`src/rtl/fifo_pkg.sv`:
```
// Shared FIFO pointer helpers: depth derivation and Gray/binary conversion,
// used by both the write-side and read-side pointer/flag blocks.
package fifo_pkg;

    // Widest pointer the helpers handle; callers zero-extend into this word
    // and truncate the result back to their own pointer width.
    localparam int PTR_MAX_W = 32;

    typedef logic [PTR_MAX_W-1:0] ptr_word_t;

    function automatic int fifo_depth(input int addr_width);
        return 1 << addr_width;
    endfunction

    function automatic ptr_word_t bin2gray(input ptr_word_t bin);
        return bin ^ (bin >> 1);
    endfunction

    // Prefix XOR from the MSB down; zero upper bits leave the result unchanged.
    function automatic ptr_word_t gray2bin(input ptr_word_t gray);
        ptr_word_t bin;
        bin[PTR_MAX_W-1] = gray[PTR_MAX_W-1];
        for (int i = PTR_MAX_W - 2; i >= 0; i--) begin
            bin[i] = bin[i+1] ^ gray[i];
        end
        return bin;
    endfunction

endpackage

```
`src/rtl/ptr_sync.sv`:
```
// Multi-flop synchronizer for a Gray-coded pointer crossing into this domain.
module ptr_sync #(
    parameter int WIDTH  = 6,
    parameter int STAGES = 2
) (
    input  logic             clk,
    input  logic             rst,
    input  logic [WIDTH-1:0] async_ptr,
    output logic [WIDTH-1:0] sync_ptr
);

    logic [WIDTH-1:0] sync_q [STAGES];

    // Shift the incoming pointer through the flop chain; reset clears every stage.
    always_ff @(posedge clk) begin
        if (rst) begin
            for (int i = 0; i < STAGES; i++) begin
                sync_q[i] <= '0;
            end
        end else begin
            sync_q[0] <= async_ptr;
            for (int i = 1; i < STAGES; i++) begin
                sync_q[i] <= sync_q[i-1];
            end
        end
    end

    assign sync_ptr = sync_q[STAGES-1];

endmodule

```
`src/rtl/write_ptr_flag_ctrl.sv`:
```
// Write-side pointer and flag control of an asynchronous FIFO: binary/Gray
// write pointer, synchronized read pointer, full/almost-full flags, free-slot
// count and a sticky overflow error.
module write_ptr_flag_ctrl
    import fifo_pkg::*;
#(
    parameter int ADDR_WIDTH      = 5,
    parameter int SYNC_STAGES     = 2,
    parameter int ALMOST_FULL_LVL = 4
) (
    input  logic                  CLK_WRITE,
    input  logic                  WR_RST,
    input  logic                  WR_EN,
    input  logic [ADDR_WIDTH:0]   rptr_gray_async,
    input  logic                  OVF_CLR,
    output logic [ADDR_WIDTH-1:0] ADDR_WR,
    output logic [ADDR_WIDTH:0]   wptr_gray,
    output logic                  WR_ACK,
    output logic                  FULL_FLAG,
    output logic                  ALMOST_FULL,
    output logic [ADDR_WIDTH:0]   FREE_CNT,
    output logic                  OVF_ERR
);

    localparam int PTR_W = ADDR_WIDTH + 1;
    localparam int DEPTH = fifo_depth(ADDR_WIDTH);

    localparam logic [PTR_W-1:0] DEPTH_CNT = PTR_W'(DEPTH);
    localparam logic [PTR_W-1:0] AF_LVL    = PTR_W'(ALMOST_FULL_LVL);
    // Full when the Gray write pointer equals the read pointer with its two
    // MSBs flipped, i.e. exactly one lap ahead.
    localparam logic [PTR_W-1:0] FULL_MASK = PTR_W'(3) << (PTR_W - 2);

    if (SYNC_STAGES < 2 || SYNC_STAGES > 4) begin : g_bad_sync
        $error("SYNC_STAGES must be in 2..4");
    end
    if (ALMOST_FULL_LVL < 1 || ALMOST_FULL_LVL > DEPTH - 1) begin : g_bad_af
        $error("ALMOST_FULL_LVL must be in 1..DEPTH-1");
    end

    logic [PTR_W-1:0] wbin;
    logic [PTR_W-1:0] wbin_next;
    logic [PTR_W-1:0] wgray_next;
    logic [PTR_W-1:0] rsync;
    logic [PTR_W-1:0] rbin;
    logic [PTR_W-1:0] used_next;
    logic [PTR_W-1:0] free_next;
    logic             full_next;
    logic             almost_next;

    ptr_sync #(
        .WIDTH  (PTR_W),
        .STAGES (SYNC_STAGES)
    ) u_rptr_sync (
        .clk       (CLK_WRITE),
        .rst       (WR_RST),
        .async_ptr (rptr_gray_async),
        .sync_ptr  (rsync)
    );

    // Accept is combinational so it can drive the RAM write enable directly.
    assign WR_ACK  = WR_EN & ~FULL_FLAG & ~WR_RST;
    assign ADDR_WR = wbin[ADDR_WIDTH-1:0];

    // Next-state pointer and flag values; both a write and a read-pointer
    // move in the same cycle land in these results.
    always_comb begin
        wbin_next   = wbin + PTR_W'(WR_ACK);
        wgray_next  = PTR_W'(bin2gray(ptr_word_t'(wbin_next)));
        rbin        = PTR_W'(gray2bin(ptr_word_t'(rsync)));
        used_next   = wbin_next - rbin;
        free_next   = DEPTH_CNT - used_next;
        full_next   = (wgray_next == (rsync ^ FULL_MASK));
        almost_next = (free_next <= AF_LVL) | full_next;
    end

    // Pointer and status registers, all updated from the next-state values.
    always_ff @(posedge CLK_WRITE) begin
        if (WR_RST) begin
            wbin        <= '0;
            wptr_gray   <= '0;
            FULL_FLAG   <= 1'b0;
            ALMOST_FULL <= 1'b0;
            FREE_CNT    <= DEPTH_CNT;
        end else begin
            wbin        <= wbin_next;
            wptr_gray   <= wgray_next;
            FULL_FLAG   <= full_next;
            ALMOST_FULL <= almost_next;
            FREE_CNT    <= free_next;
        end
    end

    // Sticky overflow: a write attempt while full sets it and beats a clear.
    always_ff @(posedge CLK_WRITE) begin
        if (WR_RST) begin
            OVF_ERR <= 1'b0;
        end else if (WR_EN && FULL_FLAG) begin
            OVF_ERR <= 1'b1;
        end else if (OVF_CLR) begin
            OVF_ERR <= 1'b0;
        end
    end

endmodule

```
`config.mk`:
```
export PLATFORM = sky130hd
export DESIGN_NAME = write_ptr_flag_ctrl
export DESIGN_NICKNAME = d
export VERILOG_FILES = /design/src/rtl/fifo_pkg.sv /design/src/rtl/ptr_sync.sv /design/src/rtl/write_ptr_flag_ctrl.sv
export SDC_FILE = /design/constraint.sdc
export NUM_CORES = 1
export LEC_CHECK = 0
export CAP_MARGIN = 10
export CORE_UTILIZATION = 40
export CTS_BUF_LIST = sky130_fd_sc_hd__clkbuf_8
export CTS_CLUSTER_DIAMETER = 150
export DETAILED_ROUTE_END_ITERATION = 10
export MAX_ROUTING_LAYER = met4
export PLACE_DENSITY = 0.74
export SYNTH_ARGS = -nofsm -noshare
export SYNTH_HDL_FRONTEND = slang
export SYNTH_SLANG_ARGS = --single-unit
```
`constraint.sdc`:
```
create_clock -name CLK_WRITE -period 3.1 [get_ports CLK_WRITE]
set_input_delay 0.465 -clock CLK_WRITE [delete_from_list [all_inputs] [get_ports CLK_WRITE]]
set_output_delay 0.465 -clock CLK_WRITE [all_outputs]
set_load 0.03 [all_outputs]
```
==> results.md, run 1 <==
- Status: finished, final reports clean
- Final hold vios: 0
- Critical path launch point: u_rptr_sync.sync_q[0][11]$_SDFF_PP0_
- Post-route ant nets: 0
- IR drop worst, VDD: 0.364 mV
- Final GP Congestion: 0.809
- Gr usage total: approximately 17%
- Post-synthesis sequential area ratio: a little over two fifths
- Most common cell after layout, fill and taps aside: dfxtp_1
- Largest net degree at the start of global routing: 33
- Crit path time final: 2.95 ns
- CP startpoint kind: register
- FF-to-FF Start: u_rptr_sync.sync_q[0][11]$_SDFF_PP0_
- Worst reg2reg endpoint: FREE_CNT[5]$_SDFF_PP1_
- Commonest non-fill, non-tap cells in the layout: 30 x dfxtp_1, 28 x clkdlybuf4s50_1, 18 x buf_4, 16 x nor2b_1, 15 x nor2_1
- Critical path cell sequence: xor2_4, xor2_4, xor2_2, xnor2_2, xor2_1, ha_2, inv_2, ha_4, inv_2, fa_2, inv_2, a21o_1, a21oi_2, xnor3_1, or2_1
- Mean Syn Cell Area: 10.5 sq um
- Slew @ Worst Pin: about 0.4 ns
- Cell mode on critical path: inv_2
- Setup crit end: FREE_CNT[5]$_SDFF_PP1_
- Hold_buf cts: 0
- EDFF count, synth: 0
- FMAX: 0.339 GHz
- TritonCTS clock tree: built
- Drt first pass iters: 4
- Clock transition at path regs: about 0.060 ns
- Clk_lat worst skew: between 0.2 and 0.3 ns
- Hold Startpoint: u_rptr_sync.sync_q[0][1]$_SDFF_PP0_
- Io pins: 31
- Sink Count: 32
- Vias in the first global route: ~1,100
- Top_reg_cell synth: dfxtp_1
- Residual DRC: 0
- Die Height: 63.1 um
- Slowest CP cell: dfxtp_4
- Synth Register Bits: 32
- Design area: 2290 sq um
- First-pass GRT wire length: a little over 5000 um
- Syn Std Cell Area: 1490 sq um
- PwrDens: 581 nW/um^2
- Initial antenna violation count: 0
- Clk_skew: 0.00649 ns
- Die W: 63.1 um
- Layout cell share with drive strength beyond 1: 28.7%
- Critical Path RT: 3.28 ns
- Crit Path Max Fanout: 3
- Worst setup EP type: register
- Root Buffer Master: clkbuf_8
- CTS Buf Count: 5
- Area growth, synth to finish: 53.5%
- Synth async-reset ratio: 0%
- Warnings, synthesis: 0
- Max-cap violations: 0
- Worst hold slack: 0.438 ns
- Die area: 3980 sq um
- Final wirelength: 2980 um
- Leak pwr: 0.950 nW
- Total Nets Final: 216
- Total grt overflow: 0
- Final TNS setup: 0 ns
- 1st-iter DRT viols: 30
- Mapped Cells: 142
- Crit Path Class: register to register
- Worst slew margin: 73.9%
- Initial Util: between 40% and 50%
- ANT cells: 0
- Slew Limit Fails: 0
- Count of buffers from port buffering: 30
- FP Rows: 21
- R2r setup slk: 0.15 ns
- Total power: 1.33 mW
- Worst EP arrival: 3.13 ns
- Ratio of final minimum period to clock period: about 95%
- Fill count: ~260
- Final core occ: approximately two thirds
- DP HPWL: 2170 um
- Bufs on Longest Clock Path: 2
- Final setup vio count: 0
- Mapped Nets: 164
- Via density: 4.56
- Cell variety after synth: 31
- Hold WC Path Type: register to register
- CP peak stage delay: 0.38 ns
- FF-to-FF path depth: 15
- Via count: 1,100
- Core footprint: 3440 sq um
- Post-place instance area: between 1500 and 2000 sq um
- DR WL/cell: 12.4 um
- Depth of the CTS H-tree: 2
cell usage after synthesis, types with 2 or more instances:
library cell,n,area (sq um)
dfxtp_1,32,641
xnor2_1,17,149
nor2b_1,16,100
nor2_1,15,56.3
ha_1,11,138
inv_1,8,30.0
a21oi_1,4,20.0
clkbuf_1,3,11.3
xnor3_1,3,67.6
xor2_1,3,26.3
xor2_2,3,48.8
a21o_1,2,15.0
nand2_1,2,7.51
nand2b_1,2,12.5
nor4_1,2,12.5
o21ai_0,2,10.0
o22ai_1,2,12.5
or2_1,2,12.5
layer usage:
metal | GRT usage [%] | up-vias | part of all wire [%]
met2 | 27.6 | 25 | 49
li1 | - | 565 | -
met4 | 9.88 | 0 | 3.1
met1 | 19.1 | 503 | 45
met5 | - | - | 0
met3 | 5.25 | 7 | 3.4
metrics by stage:
stage | cells | setup WS (ns)
after floorplan | 142 | 0.00177
after global placement | 227 | -0.276
after detailed placement | 227 | -0.380
after CTS | 237 | 0.0000608
after global routing | 241 | -0.0289
final | 241 | 0.148
sequential cells by signal, indices dropped and copies added (netlist names):
signal / flops
FREE_CNT: 6
ALMOST_FULL: 1
FULL_FLAG: 1
wptr_gray: 6
u_rptr_sync.sync_q: 12
wbin: 5
OVF_ERR: 1
what timing repair did:
action                                  4_1_cts  5_1_grt
resized for setup                             2       24
hold endpoints to repair                      0        0
buffers inserted                              2        4
endpoints found under the setup margin        2        2
pin swaps                                     4       10
worst min path at each step:
stage                                                      end  slack (ns)  cells past startpoint
after floorplan           u_rptr_sync.sync_q[0][10]$_SDFF_PP0_        0.41                      1
after global placement     u_rptr_sync.sync_q[0][7]$_SDFF_PP0_        0.42                      1
after detailed placement   u_rptr_sync.sync_q[0][7]$_SDFF_PP0_        0.43                      1
after CTS                  u_rptr_sync.sync_q[0][7]$_SDFF_PP0_        0.44                      1
after global routing      u_rptr_sync.sync_q[0][11]$_SDFF_PP0_        0.46                      1
final                      u_rptr_sync.sync_q[0][7]$_SDFF_PP0_        0.44                      1
report_power, final:
| part | leakage (nW) | switching (mW) | internal (mW) |
|---|---|---|---|
| clock | 0.0645 | 0.147 | 0.283 |
| sequential | 0.264 | 0.0161 | 0.447 |
| combinational | 0.622 | 0.199 | 0.236 |
| total | 0.950 | 0.363 | 0.967 |
critical path, delay by kind of cell, from the launching register on:
| family | cells | cell delay, ns |
|---|---|---|
| AO/OA/AOI/OAI | 2 | 0.30 |
| XOR/XNOR | 6 | 1.23 |
| adder cells (fa/ha/maj) | 3 | 0.58 |
| buffers and inverters | 3 | 0.12 |
| flip-flops | 1 | 0.38 |
| AND/OR/NAND/NOR | 1 | 0.21 |
logic make-up after synthesis:
kind of cell    after synthesis  share of synthesized area [%]
compound gates               13                           5.62
xor+xnor                     27                           21.1
fa+ha+maj                    12                           10.6
buf+inv                      12                           3.10
flops                        32                           43.0
simple gates                 46                           16.6
final cells by class:
| class | instances | area (sq um) | share of cell area [%] |
|---|---|---|---|
| Inverter | 8 | 30.0 | 1.31 |
| Clock buffer | 7 | 96.3 | 4.21 |
| Multi-Input combinational cell | 98 | 980 | 42.8 |
| Clock inverter | 1 | 30.0 | 1.31 |
| Tap cell | 46 | 57.6 | 2.51 |
| Timing Repair Buffer | 49 | 448 | 19.6 |
| Sequential cell | 32 | 648 | 28.3 |
No activity file was read; power rests on OpenSTA's default activity.
==> run 2, diff against run 1 <==
Settings changed: CORE_UTILIZATION 40 to 47, PLACE_DENSITY 0.74 to 0.84.
==> run 2 against run 1 <==
Sequential power about the same. Clock skew decreased by 0.0052 ns. Register-to-register slack worse by 0.13 ns. Largest cell class unchanged.
==> results.md, run 2 (same netlist as run 1, synthesis figures left out) <==
- Status: finished, final reports clean
- Final core occ: about three quarters
- Total Nets Final: 216
- Slew Limit Fails: 0
- CP startpoint kind: primary input
- Worst setup EP type: register
- 1st-iter DRT viols: 18
- Die Height: 58.3 um
- Via density: 4.68
- Critical Path RT: 3.32 ns
- DP HPWL: 2150 um
- Biggest regs: u_rptr_sync.sync_q (12), FREE_CNT (6), wptr_gray (6)
- Count of buffers from port buffering: 30
- Hold_buf cts: 0
- Core footprint: 3030 sq um
- Clk pwr share: 30.2%
- RSZ-0062 raised after global routing: true
- Critical path cell sequence: clkdlybuf4s50_1, nor3b_4, buf_4, ha_2, xnor2_2, xnor2_2, ha_4, inv_2, fa_2, xor2_2, o21ai_1, or3_1, o22ai_1
- Largest net degree at the start of global routing: 33
- Vias in the first global route: 1,114
- Root Buffer Master: clkbuf_8
- Post-route ant nets: 0
- Sequential fraction of design power: 36.0%
- Total power: 1.28 mW
- Die area: 3400 sq um
- Final GP Congestion: between 0.8 and 0.9
- Switching power: ~0.37 mW
- FP Rows: 20
- Crit Path Max Fanout: 2
- Switching share of total power: 28.9%
- Cell mode on critical path: xnor2_2
- Sink Count: 32
- CP peak stage delay: about 0.5 ns
- Slowest CP cell: clkdlybuf4s50_1
- Met3 wire len: 99 um
- Final hold vios: 0
- Largest register FFs: 12
- Die W: 58.3 um
- ANT cells: 0
- First-pass GRT wire length: just under 5000 um
- Final setup vio count: 0
- Gr usage total: 20.3%
- Worst slew margin: 73.7%
- FMAX: 0.324 GHz
- Area growth, synth to finish: 49.8%
- Crit Path Class: primary input to register
- Total grt overflow: 0
- Hold WC Path Type: register to register
- Layout cell share with drive strength beyond 1: 26.7%
- Clk_skew: between 0.001 and 0.0015 ns
- Leak pwr: 0.944 nW
- Commonest non-fill, non-tap cells in the layout: 30 x dfxtp_1, 29 x clkdlybuf4s50_1, 19 x buf_4, 16 x nor2b_1, 15 x nor2_1
- Clock transition at path regs: 0.06 ns
- DP Cell Count: 225
- Met2 Routed Length: 1630 um
- Worst setup slack after layout: 0.0101 ns
- Worst hold slack: 0.440 ns
- Via count: between 1,000 and 1,500
- Top Metal Used: met4
- DRT met1 WL: between 1000 and 1500 um
- Max-cap violations: 0
- PwrDens: 574 nW/um^2
- Most common cell after layout, fill and taps aside: dfxtp_1
- Comb pwr share: 33.8%
- Depth of the CTS H-tree: 2
- Initial antenna violation count: 0
- Final wirelength: about 3200 um
- Post-Place Worst Slack: -0.369 ns
- Most flop-heavy register: u_rptr_sync.sync_q
- DR WL/cell: 13.2 um
- Bufs on Longest Clock Path: 2
- Clk_lat worst skew: 0.28 ns
- IR drop worst, VDD: 0.606 mV
- Ratio of final minimum period to clock period: between 90% and 100%
- Post-route insts no fill: ~240
- Crit path time final: 3.09 ns
- TritonCTS clock tree: built
- Residual DRC: 0
- Initial Util: 49.3%
- CTS Buf Count: 5
- Slew @ Worst Pin: 0.394 ns
- Pint: 0.912 mW
- Drt first pass iters: 4
- Io pins: 31
- Worst EP arrival: about 3.3 ns
## run 2: path summary, 6_finish.rpt
path | slack, ns | cells past startpoint | to | startpoint
setup / recovery | 0.01 | 13 | ALMOST_FULL$_SDFF_PP0_ | WR_EN
hold reg to reg | 0.44 | 1 | u_rptr_sync.sync_q[0][6]$_SDFF_PP0_ | u_rptr_sync.sync_q[0][0]$_SDFF_PP0_
hold / removal | 0.44 | 1 | u_rptr_sync.sync_q[0][6]$_SDFF_PP0_ | u_rptr_sync.sync_q[0][0]$_SDFF_PP0_
setup reg to reg | 0.02 | 14 | ALMOST_FULL$_SDFF_PP0_ | u_rptr_sync.sync_q[0][10]$_SDFF_PP0_
## run 2: per-layer routing
layer | vias to the layer above | track usage, %
li1 | 563 | -
met1 | 521 | 21.2
met2 | 26 | 36.3
met3 | 9 | 4.40
met4 | 0 | 9.52
met5 | - | -
## run 2: stage by stage
step	cell area (sq um)	TNS [ns]
2_1_floorplan	1560	0
3_3_place_gp	1990	-0.445
3_5_place_dp	1990	-0.600
4_1_cts	2130	0
5_1_grt	2230	-0.244
6_report	2230	0
## run 2: worst max-delay path: cells and delay by family
family	cells	cell delay, ns
buf+inv	3	0.68
simple gates	2	0.61
xor+xnor	3	0.55
compound gates	2	0.23
fa+ha+maj	3	0.78
## run 2: repair_timing
item / CTS / global route
pin swaps: 1 / 13
setup endpoints to repair: 1 / 2
resized for setup: 3 / 17
buffers inserted: 1 / 6
## run 2: area by class of cell
type | count | area, sq um
multi-input cells | 98 | 948
fillers | 200 | 793
flip-flops and latches | 32 | 648
repair buffers | 49 | 445
clock buffers | 5 | 68.8
well taps | 44 | 55.1
clock inverters | 3 | 38.8
inverters | 8 | 30.0
## run 2: power by group through the flow
stage          registers [mW]  logic, mW  clock network (mW)
3_3_place_gp            0.470      0.363                   0
2_1_floorplan           0.530      0.162                   0
6_report                0.462      0.433               0.388
4_1_cts                 0.462      0.400               0.387
3_5_place_dp            0.471      0.374                   0
5_1_grt                 0.465      0.468               0.410
==> run 3, diff against run 2 <==
Settings changed: CORE_MARGIN set to 2.
==> run 3 against run 2 <==
Clock power decreased by 1%. Critical endpoint is now FREE_CNT[5]$_SDFF_PP1_. Cell area increased by 0.39%. Global-route usage decreased by 0.069 points. Hold slack got worse by 0.0024 ns. First-iteration DRC count increased to 3.0 times the previous value. Wire length increased by 6.7%. Largest power group unchanged. Combinational power increased by 3%. Core utilization increased by 0.29 points.
==> results.md, run 3 (same netlist as run 1, synthesis figures left out) <==
- Status: finished, final reports clean
- Slew Limit Fails: 0
- Gr usage total: 20.2%
- Area growth, synth to finish: 50.4%
- Hold WC Path Type: register to register
- Via count: approximately 1,200
- Core footprint: ~3000 sq um
- Crit Path Max Fanout: 3
- Multi-input logic area: roughly 950 sq um
- Worst hold slack: 0.438 ns
- CP peak stage delay: 0.36 ns
- Most flop-heavy register: u_rptr_sync.sync_q
- Slowest CP cell: dfxtp_4
- Commonest non-fill, non-tap cells in the layout: 30 x dfxtp_1, 29 x clkdlybuf4s50_1, 20 x buf_4, 16 x nor2b_1, 15 x nor2_1
- TritonCTS clock tree: built
- FF/Latch Area: roughly 650 sq um
- RSZ-0062 raised after global routing: true
- IR drop worst, VDD: between 0.4 and 0.5 mV
- Met2 Routed Length: roughly 1700 um
- Layout cell share with drive strength beyond 1: 27.6%
- Total grt overflow: 0
- Crit path time final: 3.07 ns
- Final GP Congestion: 0.781
- Crit Path Class: register to register
- Drt first pass iters: 4
- CTS Buf Count: 5
- Fill count: 201
- Die W: approximately 60 um
- Final setup vio count: 0
- Critical path cell sequence: xor2_4, xor2_2, xor2_2, xnor2_2, xor2_1, ha_2, inv_2, ha_4, inv_2, fa_2, inv_2, a21o_1, a21oi_2, xnor3_1, or2_1
- Post-route ant nets: 0
- Most common cell after layout, fill and taps aside: dfxtp_1
- Initial antenna violation count: 0
- Via density: 4.88
- Io pins: 31
- Clk_lat worst skew: approximately 0.28 ns
- Critical Path RT: 3.28 ns
- Biggest regs: u_rptr_sync.sync_q (12), FREE_CNT (6), wptr_gray (6)
- FP Rows: 20
- Total Nets Final: approximately 220
- Final TNS setup: 0 ns
- Initial Util: 49.3%
- Root Buffer Master: clkbuf_8
- Die area: 3640 sq um
- Depth of the CTS H-tree: 2
- Max-cap violations: 0
- Die Height: 60.3 um
- Ratio of final minimum period to clock period: between 90% and 100%
- Vias in the first global route: between 1,000 and 1,500
- Worst EP arrival: approximately 3.3 ns
- Clk_skew: 0.00211 ns
- Largest register FFs: 12
- Worst slew margin: 72.7%
- Sink Count: 32
- Top cell family by delay on the critical path: XOR/XNOR gates
- Leak pwr: about 0.95 nW
- Post-Place Worst Slack: -0.366 ns
- CP startpoint kind: register
- Worst setup slack after layout: 0.0318 ns
- Worst setup EP type: register
- Bufs on Longest Clock Path: 2
- Met3 wire len: 150 um
- Total power: 1.29 mW
- ANT cells: 0
- Final hold vios: 0
- DR WL/cell: about 14 um
- DRT met1 WL: 1380 um
- Top Metal Used: met4
- PwrDens: between 500 and 600 nW/um^2
- FMAX: 0.326 GHz
- Final wirelength: 3360 um
- Cell mode on critical path: inv_2
- Slew @ Worst Pin: 0.409 ns
- DP HPWL: 2260 um
- Worst path bufs/invs: 3
- Residual DRC: 0
- Largest net degree at the start of global routing: 33
- First-pass GRT wire length: 5100 um
- Clock transition at path regs: ~0.060 ns
- 1st-iter DRT viols: 54
- Count of buffers from port buffering: 30
==> run 3: path summary, 6_finish.rpt <==
path              cells past startpoint                                 start  slack [ns]                                  end
hold reg to reg                       1   u_rptr_sync.sync_q[0][0]$_SDFF_PP0_        0.44  u_rptr_sync.sync_q[0][6]$_SDFF_PP0_
setup / recovery                     15  u_rptr_sync.sync_q[0][10]$_SDFF_PP0_        0.03               FREE_CNT[5]$_SDFF_PP1_
setup reg to reg                     15  u_rptr_sync.sync_q[0][10]$_SDFF_PP0_        0.03               FREE_CNT[5]$_SDFF_PP1_
hold / removal                        1   u_rptr_sync.sync_q[0][0]$_SDFF_PP0_        0.44  u_rptr_sync.sync_q[0][6]$_SDFF_PP0_
==> run 3: power breakdown <==
| group | switching, mW | internal, mW | total, mW |
|---|---|---|---|
| Combinational | 0.209 | 0.237 | 0.446 |
| Sequential | 0.0151 | 0.447 | 0.462 |
| Clock | 0.150 | 0.235 | 0.384 |
| Total | 0.374 | 0.919 | 1.29 |
==> run 3: worst reg2reg max path, stage by stage (launching register included) <==
cell and delay, ns:
dfxtp_4 0.36, xor2_4 0.19, xor2_2 0.25, xor2_2 0.24
xnor2_2 0.18, xor2_1 0.21, ha_2 0.22, inv_2 0.05
ha_4 0.15, inv_2 0.05, fa_2 0.24, inv_2 0.05
a21o_1 0.16, a21oi_2 0.14, xnor3_1 0.25, or2_1 0.22
==> run 3: through the flow <==
stage / instances / util [%] / area, sq um
6_report: 240 / 74.1 / 2240
5_1_grt: 240 / 74.1 / 2240
4_1_cts: 234 / 70.2 / 2130
3_5_place_dp: 225 / 65.8 / 1990
3_3_place_gp: 225 / 65.8 / 1990
2_1_floorplan: 142 / - / 1560
==> run 3: repair_timing <==
item,in CTS,in global routing
pin swaps,4,10
buffers inserted,1,6
setup endpoints to repair,2,2
hold buffers,0,0
resized for setup,4,16
gates cloned,0,0
==> run 3: cell type report <==
| class | count | area share (%) |
|---|---|---|
| Multi-Input combinational cell | 98 | 42.3 |
| Clock inverter | 3 | 1.73 |
| Tap cell | 44 | 2.45 |
| Inverter | 8 | 1.34 |
| Timing Repair Buffer | 50 | 20.2 |
| Sequential cell | 32 | 28.9 |
| Clock buffer | 5 | 3.07 |
==> run 3: metal layers <==
layer	track usage, %	up-vias
met2	32.1	38
met1	22.9	557
met4	11.1	0
met5	-	-
met3	5.76	16
li1	-	560
